<file path="config.mk">
export PLATFORM = sky130hd
export DESIGN_NAME = warp_fetch_scheduler
export DESIGN_NICKNAME = d
export VERILOG_FILES = /design/src/rtl/warp_fetch_scheduler.sv
export SDC_FILE = /design/constraint.sdc
export NUM_CORES = 2
export LEC_CHECK = 0
export CORE_MARGIN = 2
export CORE_UTILIZATION = 41
export DETAILED_ROUTE_END_ITERATION = 16
export HOLD_SLACK_MARGIN = 0.08
export PLACE_DENSITY = 0.66
export SLEW_MARGIN = 20
export SYNTH_ARGS = -nofsm -noshare
export SYNTH_HDL_FRONTEND = slang
export SYNTH_SLANG_ARGS = --single-unit
</file>
<file path="constraint.sdc">
create_clock -name clk_i -period 5.6 [get_ports clk_i]
set_clock_uncertainty 0.15 [all_clocks]
set_input_delay 1.12 -clock clk_i [delete_from_list [all_inputs] [get_ports clk_i]]
set_output_delay 1.12 -clock clk_i [all_outputs]
set_load 0.03 [all_outputs]
</file>
<file path="src/rtl/warp_fetch_scheduler.sv">
// Per-warp control-flow scheduler: tracks PC/mask/state for each warp slot,
// round-robin picks one eligible warp per fetch handshake and retires exited warps.
module warp_fetch_scheduler #(
  parameter int NumWarps  = 8,
  parameter int PcWidth   = 32,
  parameter int WarpWidth = 32,
  parameter int WidWidth  = NumWarps > 1 ? $clog2(NumWarps) : 1
) (
  input  logic                 clk_i,
  input  logic                 rst_ni,
  input  logic                 launch_valid_i,
  output logic                 launch_ready_o,
  input  logic [PcWidth-1:0]   launch_pc_i,
  input  logic [WarpWidth-1:0] launch_act_mask_i,
  input  logic [NumWarps-1:0]  ib_space_available_i,
  input  logic [NumWarps-1:0]  ib_all_instr_finished_i,
  output logic                 fe_valid_o,
  input  logic                 fe_ready_i,
  output logic [WidWidth-1:0]  fe_warp_id_o,
  output logic [PcWidth-1:0]   fe_pc_o,
  output logic [WarpWidth-1:0] fe_act_mask_o,
  output logic                 fe_handshake_o,
  input  logic                 dec_valid_i,
  input  logic [WidWidth-1:0]  dec_warp_id_i,
  input  logic [1:0]           dec_ctrl_i,
  input  logic                 bru_valid_i,
  input  logic [WidWidth-1:0]  bru_warp_id_i,
  input  logic [PcWidth-1:0]   bru_next_pc_i,
  input  logic [WarpWidth-1:0] bru_act_mask_i,
  output logic                 warp_done_o,
  output logic [WidWidth-1:0]  warp_done_id_o,
  output logic                 all_idle_o
);

  typedef enum logic [2:0] {
    ST_FREE     = 3'd0,
    ST_READY    = 3'd1,
    ST_WAIT_DEC = 3'd2,
    ST_WAIT_BR  = 3'd3,
    ST_EXITING  = 3'd4
  } warp_state_e;

  warp_state_e          state_q [NumWarps];
  warp_state_e          state_d [NumWarps];
  logic [PcWidth-1:0]   pc_q    [NumWarps];
  logic [PcWidth-1:0]   pc_d    [NumWarps];
  logic [WarpWidth-1:0] mask_q  [NumWarps];
  logic [WarpWidth-1:0] mask_d  [NumWarps];

  logic [WidWidth-1:0]  rr_q, rr_d;
  logic                 lock_q, lock_d;
  logic [WidWidth-1:0]  lock_id_q, lock_id_d;
  logic                 done_q, done_d;
  logic [WidWidth-1:0]  done_id_q, done_id_d;

  logic [NumWarps-1:0]  eligible;
  logic [NumWarps-1:0]  free_vec;
  logic [NumWarps-1:0]  exit_vec;
  logic [WidWidth-1:0]  cand [NumWarps];
  logic                 rr_found;
  logic [WidWidth-1:0]  rr_sel;
  logic [WidWidth-1:0]  sel_id;
  logic                 fe_valid;
  logic                 handshake;
  logic                 launch_fire;
  logic [WidWidth-1:0]  launch_id;
  logic                 exit_any;
  logic [WidWidth-1:0]  exit_id;

  always_comb begin
    eligible = '0;
    free_vec = '0;
    exit_vec = '0;
    for (int w = 0; w < NumWarps; w++) begin
      eligible[w] = (state_q[w] == ST_READY) && ib_space_available_i[w];
      free_vec[w] = (state_q[w] == ST_FREE);
      exit_vec[w] = (state_q[w] == ST_EXITING) && ib_all_instr_finished_i[w];
    end
  end

  // Candidate order for round-robin: rr_q, rr_q+1, ... wrapping at NumWarps.
  always_comb begin
    for (int i = 0; i < NumWarps; i++) begin
      cand[i] = WidWidth'((int'(rr_q) + i) % NumWarps);
    end
  end

  always_comb begin
    rr_found = 1'b0;
    rr_sel   = '0;
    for (int i = 0; i < NumWarps; i++) begin
      if (!rr_found && eligible[cand[i]]) begin
        rr_found = 1'b1;
        rr_sel   = cand[i];
      end
    end
  end

  always_comb begin
    launch_fire = 1'b0;
    launch_id   = '0;
    exit_any    = 1'b0;
    exit_id     = '0;
    for (int w = 0; w < NumWarps; w++) begin
      if (!launch_fire && free_vec[w]) begin
        launch_fire = 1'b1;
        launch_id   = WidWidth'(w);
      end
      if (!exit_any && exit_vec[w]) begin
        exit_any = 1'b1;
        exit_id  = WidWidth'(w);
      end
    end
    launch_fire = launch_fire && launch_valid_i;
  end

  // Valid/ready: once fe_valid_o rises it stays high with id, pc and mask
  // frozen until fe_ready_i is seen; the transfer happens on valid && ready.
  assign sel_id    = lock_q ? lock_id_q : rr_sel;
  assign fe_valid  = lock_q || rr_found;
  assign handshake = fe_valid && fe_ready_i;

  assign lock_d    = fe_valid && !fe_ready_i;
  assign lock_id_d = sel_id;
  assign done_d    = exit_any;
  assign done_id_d = exit_id;

  always_comb begin
    rr_d = rr_q;
    if (handshake) begin
      if (int'(sel_id) == NumWarps - 1) rr_d = '0;
      else                              rr_d = sel_id + WidWidth'(1);
    end
  end

  // Events for one warp are mutually exclusive because each requires a distinct state.
  always_comb begin
    state_d = state_q;
    pc_d    = pc_q;
    mask_d  = mask_q;
    for (int w = 0; w < NumWarps; w++) begin
      if (launch_fire && launch_id == WidWidth'(w)) begin
        state_d[w] = ST_READY;
        pc_d[w]    = launch_pc_i;
        mask_d[w]  = launch_act_mask_i;
      end
      if (handshake && sel_id == WidWidth'(w)) begin
        state_d[w] = ST_WAIT_DEC;
        pc_d[w]    = pc_q[w] + PcWidth'(1);
      end
      if (dec_valid_i && dec_warp_id_i == WidWidth'(w) && state_q[w] == ST_WAIT_DEC) begin
        case (dec_ctrl_i)
          2'd1:    state_d[w] = ST_WAIT_BR;
          2'd2:    state_d[w] = ST_EXITING;
          default: state_d[w] = ST_READY;
        endcase
      end
      if (bru_valid_i && bru_warp_id_i == WidWidth'(w) && state_q[w] == ST_WAIT_BR) begin
        pc_d[w]    = bru_next_pc_i;
        mask_d[w]  = bru_act_mask_i;
        state_d[w] = (bru_act_mask_i == '0) ? ST_EXITING : ST_READY;
      end
      if (exit_any && exit_id == WidWidth'(w)) begin
        state_d[w] = ST_FREE;
      end
    end
  end

  always_ff @(posedge clk_i or negedge rst_ni) begin
    if (!rst_ni) begin
      for (int w = 0; w < NumWarps; w++) begin
        state_q[w] <= ST_FREE;
        pc_q[w]    <= '0;
        mask_q[w]  <= '0;
      end
      rr_q      <= '0;
      lock_q    <= 1'b0;
      lock_id_q <= '0;
      done_q    <= 1'b0;
      done_id_q <= '0;
    end else begin
      state_q   <= state_d;
      pc_q      <= pc_d;
      mask_q    <= mask_d;
      rr_q      <= rr_d;
      lock_q    <= lock_d;
      lock_id_q <= lock_id_d;
      done_q    <= done_d;
      done_id_q <= done_id_d;
    end
  end

  assign launch_ready_o = |free_vec;
  assign all_idle_o     = &free_vec;
  assign fe_valid_o     = fe_valid;
  assign fe_handshake_o = handshake;
  assign fe_warp_id_o   = fe_valid ? sel_id : '0;
  assign fe_pc_o        = fe_valid ? pc_q[sel_id] : '0;
  assign fe_act_mask_o  = fe_valid ? mask_q[sel_id] : '0;
  assign warp_done_o    = done_q;
  assign warp_done_id_o = done_id_q;

`ifndef SYNTHESIS
  a_dec_in_wait_dec: assert property (@(posedge clk_i) disable iff (!rst_ni)
    dec_valid_i |-> state_q[dec_warp_id_i] == ST_WAIT_DEC);
  a_bru_in_wait_br: assert property (@(posedge clk_i) disable iff (!rst_ni)
    bru_valid_i |-> state_q[bru_warp_id_i] == ST_WAIT_BR);
`endif

endmodule

</file>
# Word level (Yosys, flattened, before mapping)

Cells that the tools add are included.

Register bits after elaboration: 547
Logic and storage cells: 439
Output and inout port bits: 75

Multiplexer cells: 155
Add/sub/neg operators: 16
$lt $le $gt $ge: 9
Equality and inequality tests: 70
Bitwise gates (word level): 1
Reduce and logical (&&, ||, !) cells: 159

Operators by type and width:

| operator                | number |
|---|---|
| $mux W32                | 46 |
| $add A32 B1 Y32 const B | 8 |
| $bmux W32 S3            | 2 |
| $mux W3                 | 64 |
| $logic_and A1 B1 Y1     | 96 |
| $eq A3 B3 Y1 const B    | 28 |
| $eq A3 B2 Y1 const B    | 26 |
| $eq A3 B1 Y1 const B    | 14 |
| $reduce_bool A5 Y1      | 8 |
| $logic_not A3 Y1        | 13 |
| $mux W1                 | 34 |
| $logic_not A32 Y1       | 1 |
| $lt A3 B4 Y1 const B    | 8 |
| $bmux W1 S3             | 8 |
| $reduce_bool A3 Y1      | 8 |
| $logic_not A1 Y1        | 22 |
| $reduce_bool A2 Y1      | 8 |
| $add A3 B3 Y3 const B   | 4 |
| $reduce_and A8 Y1       | 1 |
| $reduce_or A8 Y1        | 1 |
| $add A3 B1 Y3 const B   | 2 |
| $add A3 B2 Y3 const B   | 2 |
| $pmux W3 S2             | 1 |
| $ge A4 B4 Y1 const B    | 1 |
| 4 further kinds         | 4 |

# Longest topological paths before layout

Depth after elaboration: 33
Depth in mapped cells: 24
Mapped depth without buffers: 17

# Worst setup path before layout

No wires, ideal clock.

Path kind: input-to-reg
From: input port ib_space_available_i[7]
To: register pc_q[10] (netlist bit)
Setup slack: -0.090 ns
Path buffers: 6
Required time: 5.327 ns
Cell stages on the path: 20
Data arrival time: 5.417 ns
Library setup time: 0.123 ns
Cell sequence: nor4bb_1 -> clkbuf_1 -> mux2_2 -> mux4_2 -> o32ai_4 -> nand4_2 -> o31ai_1 -> a21o_1 -> buf_2 -> buf_2 -> clkbuf_1 -> ha_1 -> and2_1 -> o2111a_1 -> a21boi_1 -> clkbuf_1 -> clkbuf_1 -> nand3_1 -> o221ai_1 -> nor2_1

Longest elaborated chain between the ends: 30

Ends and longest elaborated chain:

| item                          | RTL line | RTL |
|---|---|---|
| start: declaration            | 15       | `input logic [NumWarps-1:0] ib_space_available_i,` |
| $logic_and A1 B1 Y1 *         | 75       | `eligible[w] = (state_q[w] == ST_READY) && ib_space_available_i[w];` |
| $bmux W1 S3                   | 92       | `if (!rr_found && eligible[cand[i]]) begin` |
| $mux W1 (implied by the code) | 92       |  |
| $mux W1                       | 92       |  |
| $logic_not A1 Y1              | 92       |  |
| $logic_and A1 B1 Y1           | 92       |  |
| $mux W1                       | 92       |  |
| $logic_not A1 Y1              | 92       |  |
| [... 15 more ...]             | n/a      |  |
| $logic_and A1 B1 Y1           | 92       |  |
| $mux W3 *                     | 92       |  |
| $mux W3 *                     | 119      | `assign sel_id = lock_q ? lock_id_q : rr_sel;` |
| via lock_id_d[1]              | 52       | `logic [WidWidth-1:0] lock_id_q, lock_id_d;` |
| $eq A3 B3 Y1 *                | 147      | `if (handshake && sel_id == WidWidth'(w)) begin` |
| $logic_and A1 B1 Y1 *         | 147      |  |
| $mux W32                      | 147      |  |
| $mux W32                      | 158      | `if (bru_valid_i && bru_warp_id_i == WidWidth'(w) && state_q[w] == ST_WAIT_BR) begin` |
| end signal: assignment        | 183      | `pc_q <= pc_d;` |
| end: declaration              | 45       | `logic [PcWidth-1:0] pc_q [NumWarps];` |

Mark *: on every way through the listed nets, which the timed path passes. The rest lies on a longest branch. The select of a mux whose other input is x is not followed.
A chain may end at the register's enable or synchronous reset.

# Final worst setup path

From: input port ib_space_available_i[5]
To: output port fe_pc_o[11]

Longest elaborated chain between the ends: 31

Ends and longest elaborated chain:

| item                                        | RTL line | RTL |
|---|---|---|
| $logic_and A1 B1 Y1 *                       | 75       |  |
| $bmux W1 S3                                 | 92       |  |
| $mux W1 (implied by the code)               | 92       |  |
| $mux W1                                     | 92       |  |
| $logic_not A1 Y1                            | 92       |  |
| $logic_and A1 B1 Y1                         | 92       |  |
| $mux W1                                     | 92       |  |
| $logic_not A1 Y1                            | 92       |  |
| [... 14 more ...]                           | n/a      |  |
| $logic_not A1 Y1                            | 92       |  |
| $logic_and A1 B1 Y1                         | 92       |  |
| $mux W3                                     | 92       |  |
| $mux W3                                     | 119      |  |
| $not A3 Y4 (implied by the code)            | 198      | `assign fe_pc_o = fe_valid ? pc_q[sel_id] : '0;` |
| $bmux W32 S3                                | 198      |  |
| $mux W32 (implied by the code) (2 in a row) | 198      |  |
| $mux W32 *                                  | 198      |  |
| end: declaration                            | 20       | `output logic [PcWidth-1:0] fe_pc_o,` |

Every way passes the cells marked *; elsewhere a longest branch is shown, timed or not. The select of a mux whose other input is x is not followed.

==> flow_metrics.py <==
metrics = {
    "global_route": {
        "antenna_found_initial": 17,
        "grt_overflow": 0,
        "grt_max_degree": 119,
        "grt_pass1_vias": 38590,
        "grt_pass1_wl_mm": 257.0,
        "grt_use_total_pct": 36.11,
    },
    "run": {
        "drv_cap": 0,
    },
    "timing": {
        "final.setup.tns_ns": -18.60,
        "worst_pin_slew_ns": 1.140,
        "min_period_ns": 5.970,
        "holdWs_ns": 0.3316,
        "timing.fmax_mhz": 167.5,
        "min_period_over_period_pct": 106.6,
        "drv_slew": 0,
        "hold_viol_final": 0,
        "setup_viol": 64,
        "layout_setup_ws_ns": -0.3697,
        "rsz0062_at_grt": "true",
        "slew_headroom_pct": 23.98,
    },
    "synth": {
        "synthSimpleGateAreaFrac_pct": 22.44,
        "synth_mux_area_share_pct": 10.79,
        "syn_area_um2": 37710,
        "synth-main-ff-cell": "dfrtp_1",
        "synth_top_family_by_area": "simple AND/OR/NAND/NOR gates",
        "syn_area_per_cell_um2": 8.008,
        "yosys_warnings": 0,
        "synthAdderAreaFrac_pct": 0.4645,
        "yosys-top-cells-area": "dfrtp_1 36%, mux2i_1 9.9%, nand2_1 8.1%",
        "synth_nets": 4881,
        "syn-instance-count": 4709,
        "yosysTopAreaCellShare_pct": 36.30,
        "synth_compound_area_share_pct": 21.64,
        "synth-async-reset-ratio_pct": 100.0,
        "yosysSeqAreaShare_pct": 36.30,
        "synth_edf_count": 0,
        "synth_top_area_cell": "dfrtp_1",
        "ys_types": 92,
        "ys_seq_elements": 547,
        "synthXorXnorAreaFrac_pct": 2.694,
    },
    "route": {
        "routed_wl_mm": 174.7,
        "dr.pass1.iters": 9,
        "drtIter0Drc": 5565,
        "drt-vias-per-instance": 6.512,
        "vias": 40880,
        "wl_per_cell_um": 27.83,
        "drc": 0,
        "ant_nets": 0,
    },
    "floorplanning": {
        "die_area_um2": 94420,
        "chipHeight_um": 307.3,
        "die_width_um": 307.3,
        "fp-row-count": 111,
        "core_area_um2": 91390,
        "pin_count": 233,
        "start_util_pct": 41.26,
    },
    "place": {
        "gp_congestion": 0.9675,
        "io_buffers": 232,
        "pre_cts_slack_ns": -0.8249,
        "dp_hpwl_mm": 117.9,
    },
    "cts": {
        "clkTransAtPathRegs_ns": 0.06,
        "clk_path_buf_depth": 3,
        "cts_buffers": 69,
        "clkLatencyLatePin_ns": 0.65,
        "clock-sinks": 547,
        "cts_hold_buf": 0,
        "cts_root_buf": "clkbuf_16",
        "htreeDepth": 3,
        "cts_tree": "done",
    },
    "final_layout": {
        "fillers": 8317,
        "nets": 5202,
        "layout-drive-gt1-share_pct": 18.19,
        "seq_area_um2": 13690,
        "fin_util_pct": 53.64,
        "multiInputGateArea_um2": 22930,
        "syn2layout_area_growth_pct": 29.99,
    },
    "outcome": {
        "violations": "negative setup slack",
        "status": "complete, but fails checks",
    },
    "setup_path": {
        "startpoint_type": "primary input",
        "cp-end-kind": "output port",
        "crit_chain": "buf_6 > nor4bb_4 > buf_4 > mux2_4 > mux4_2 > o32a_1 > nor4_2 > buf_4 > a21oi_4 > a21o_4 > buf_6 > buf_8 > buf_16 > buf_12 > mux2i_4 > o221ai_4 > buf_12",
        "path_max_fanout": 6,
        "worst-path-buf-inv": 8,
        "cp.arrival_ns": 4.70,
        "critPathMaxStageDelay_ns": 0.54,
        "crit_required_ns": 4.33,
        "critPathTopFamily": "buffers and inverters",
        "cpMaxStageDelayCell": "mux4_2",
        "crit_type": "primary input to output port",
    },
    "min_path": {
        "hp-class": "primary input to async pin",
    },
}
==> worst paths after layout <==
path                                          from                endpoint  slack (ns)  depth (start not counted)
min reg2reg                 mask_q[70]$_DFFE_PN0P_  mask_q[70]$_DFFE_PN0P_        0.33                          2
min                                         rst_ni  state_q[8]$_DFFE_PN0P_        0.33                          1
max                        ib_space_available_i[5]             fe_pc_o[11]       -0.37                         17
max reg2reg                    rr_q[0]$_DFFE_PN0P_    pc_q[74]$_DFFE_PN0P_        0.33                         23
min in group clk_i          mask_q[70]$_DFFE_PN0P_  mask_q[70]$_DFFE_PN0P_        0.33                          2
max in group asynchronous                   rst_ni   pc_q[220]$_DFFE_PN0P_        3.68                          2
==> state kept, by name, summed over array words and instances (netlist names) <==
name and cells:
state_q 24, mask_q 256, warp_done_o 1, rr_q 3, pc_q 256, warp_done_id_o 3
lock_q 1, lock_id_q 3
==> placed cells by master (no fill, tap or decap), drive strengths merged, types with 14 or more instances in the layout <==
cell	count
o221ai	32
o22a	51
a31oi	195
xnor2	57
a22oi	55
xor2	59
nor2	417
o21a	16
nor3	84
clkbuf	100
nand2b	17
and3	64
or3	14
a2bb2oi	14
clkdlybuf4s50	154
a32oi	14
and2	37
mux2i	374
a32o	44
inv	47
o22ai	107
and4	24
dfrtp	547
o211ai	60
nor2b	23
nand4	67
nor4	38
buf	573
nand2	812
a22o	17
a21oi	237
o21ai	213
ha	14
o31ai	38
nand3	241
clkinv	19
==> per-layer routing <==
metal  up-vias  routed length (um)  global-route usage (%)
met3       610               19020                   7.474
met5         -                  11                       0
met4         2               11220                   21.33
met2      2715               76720                   54.57
li1      17770                   -                       -
met1     19790               67740                   47.74
==> synth_stat cells (all sizes together), types with 45 or more instances <==
cell and n:
nand2 812, dfrtp 547, nor2 417, mux2i 374
clkbuf 338, nand3 241, a21oi 237, o21ai 213
a31oi 195, buf 151, o22ai 107, nor3 84
nand4 67, and3 64, o211ai 60, xor2 59
xnor2 57, a22oi 55, o22a 51, inv 45
==> logic make-up (layout without fill, tap and decap cells) <==
logic type      count (synthesis)  after routing
compound gates               1219           1220
flops                         547            547
other cells                     0             13
fa+ha+maj                      14             14
xor+xnor                      116            116
buf+inv                       535            904
simple gates                 1883           1883
mux                           395            395
==> cell type report <==
class | instances | area share, %
Timing Repair Buffer | 737 | 17.03
Multi-Input combinational cell | 3628 | 46.78
Inverter | 46 | 0.4033
Timing Repair inverter | 1 | 0.03318
Clock buffer | 97 | 4.084
Clock inverter | 23 | 0.6458
Antenna cell | 13 | 0.06636
Sequential cell | 547 | 27.93
Tap cell | 1186 | 3.027
==> metrics by stage <==
stage / area [um^2] / cells
after floorplan: 37770 / 4709
after global placement: 44220 / 6045
after detailed placement: 44230 / 6045
after CTS: 48710 / 6249
after global routing: 49020 / 6278
final: 49020 / 6278
==> repair_timing <==
item	CTS	global route
gates cloned	19	2
pin swaps	50	26
hold endpoints to repair	0	0
setup endpoints to repair	67	66
gates resized for setup	287	27
setup buffers	77	24
Power is not shown: default switching activity piles up to over one toggle a cycle in this logic, so the estimate is an artifact.
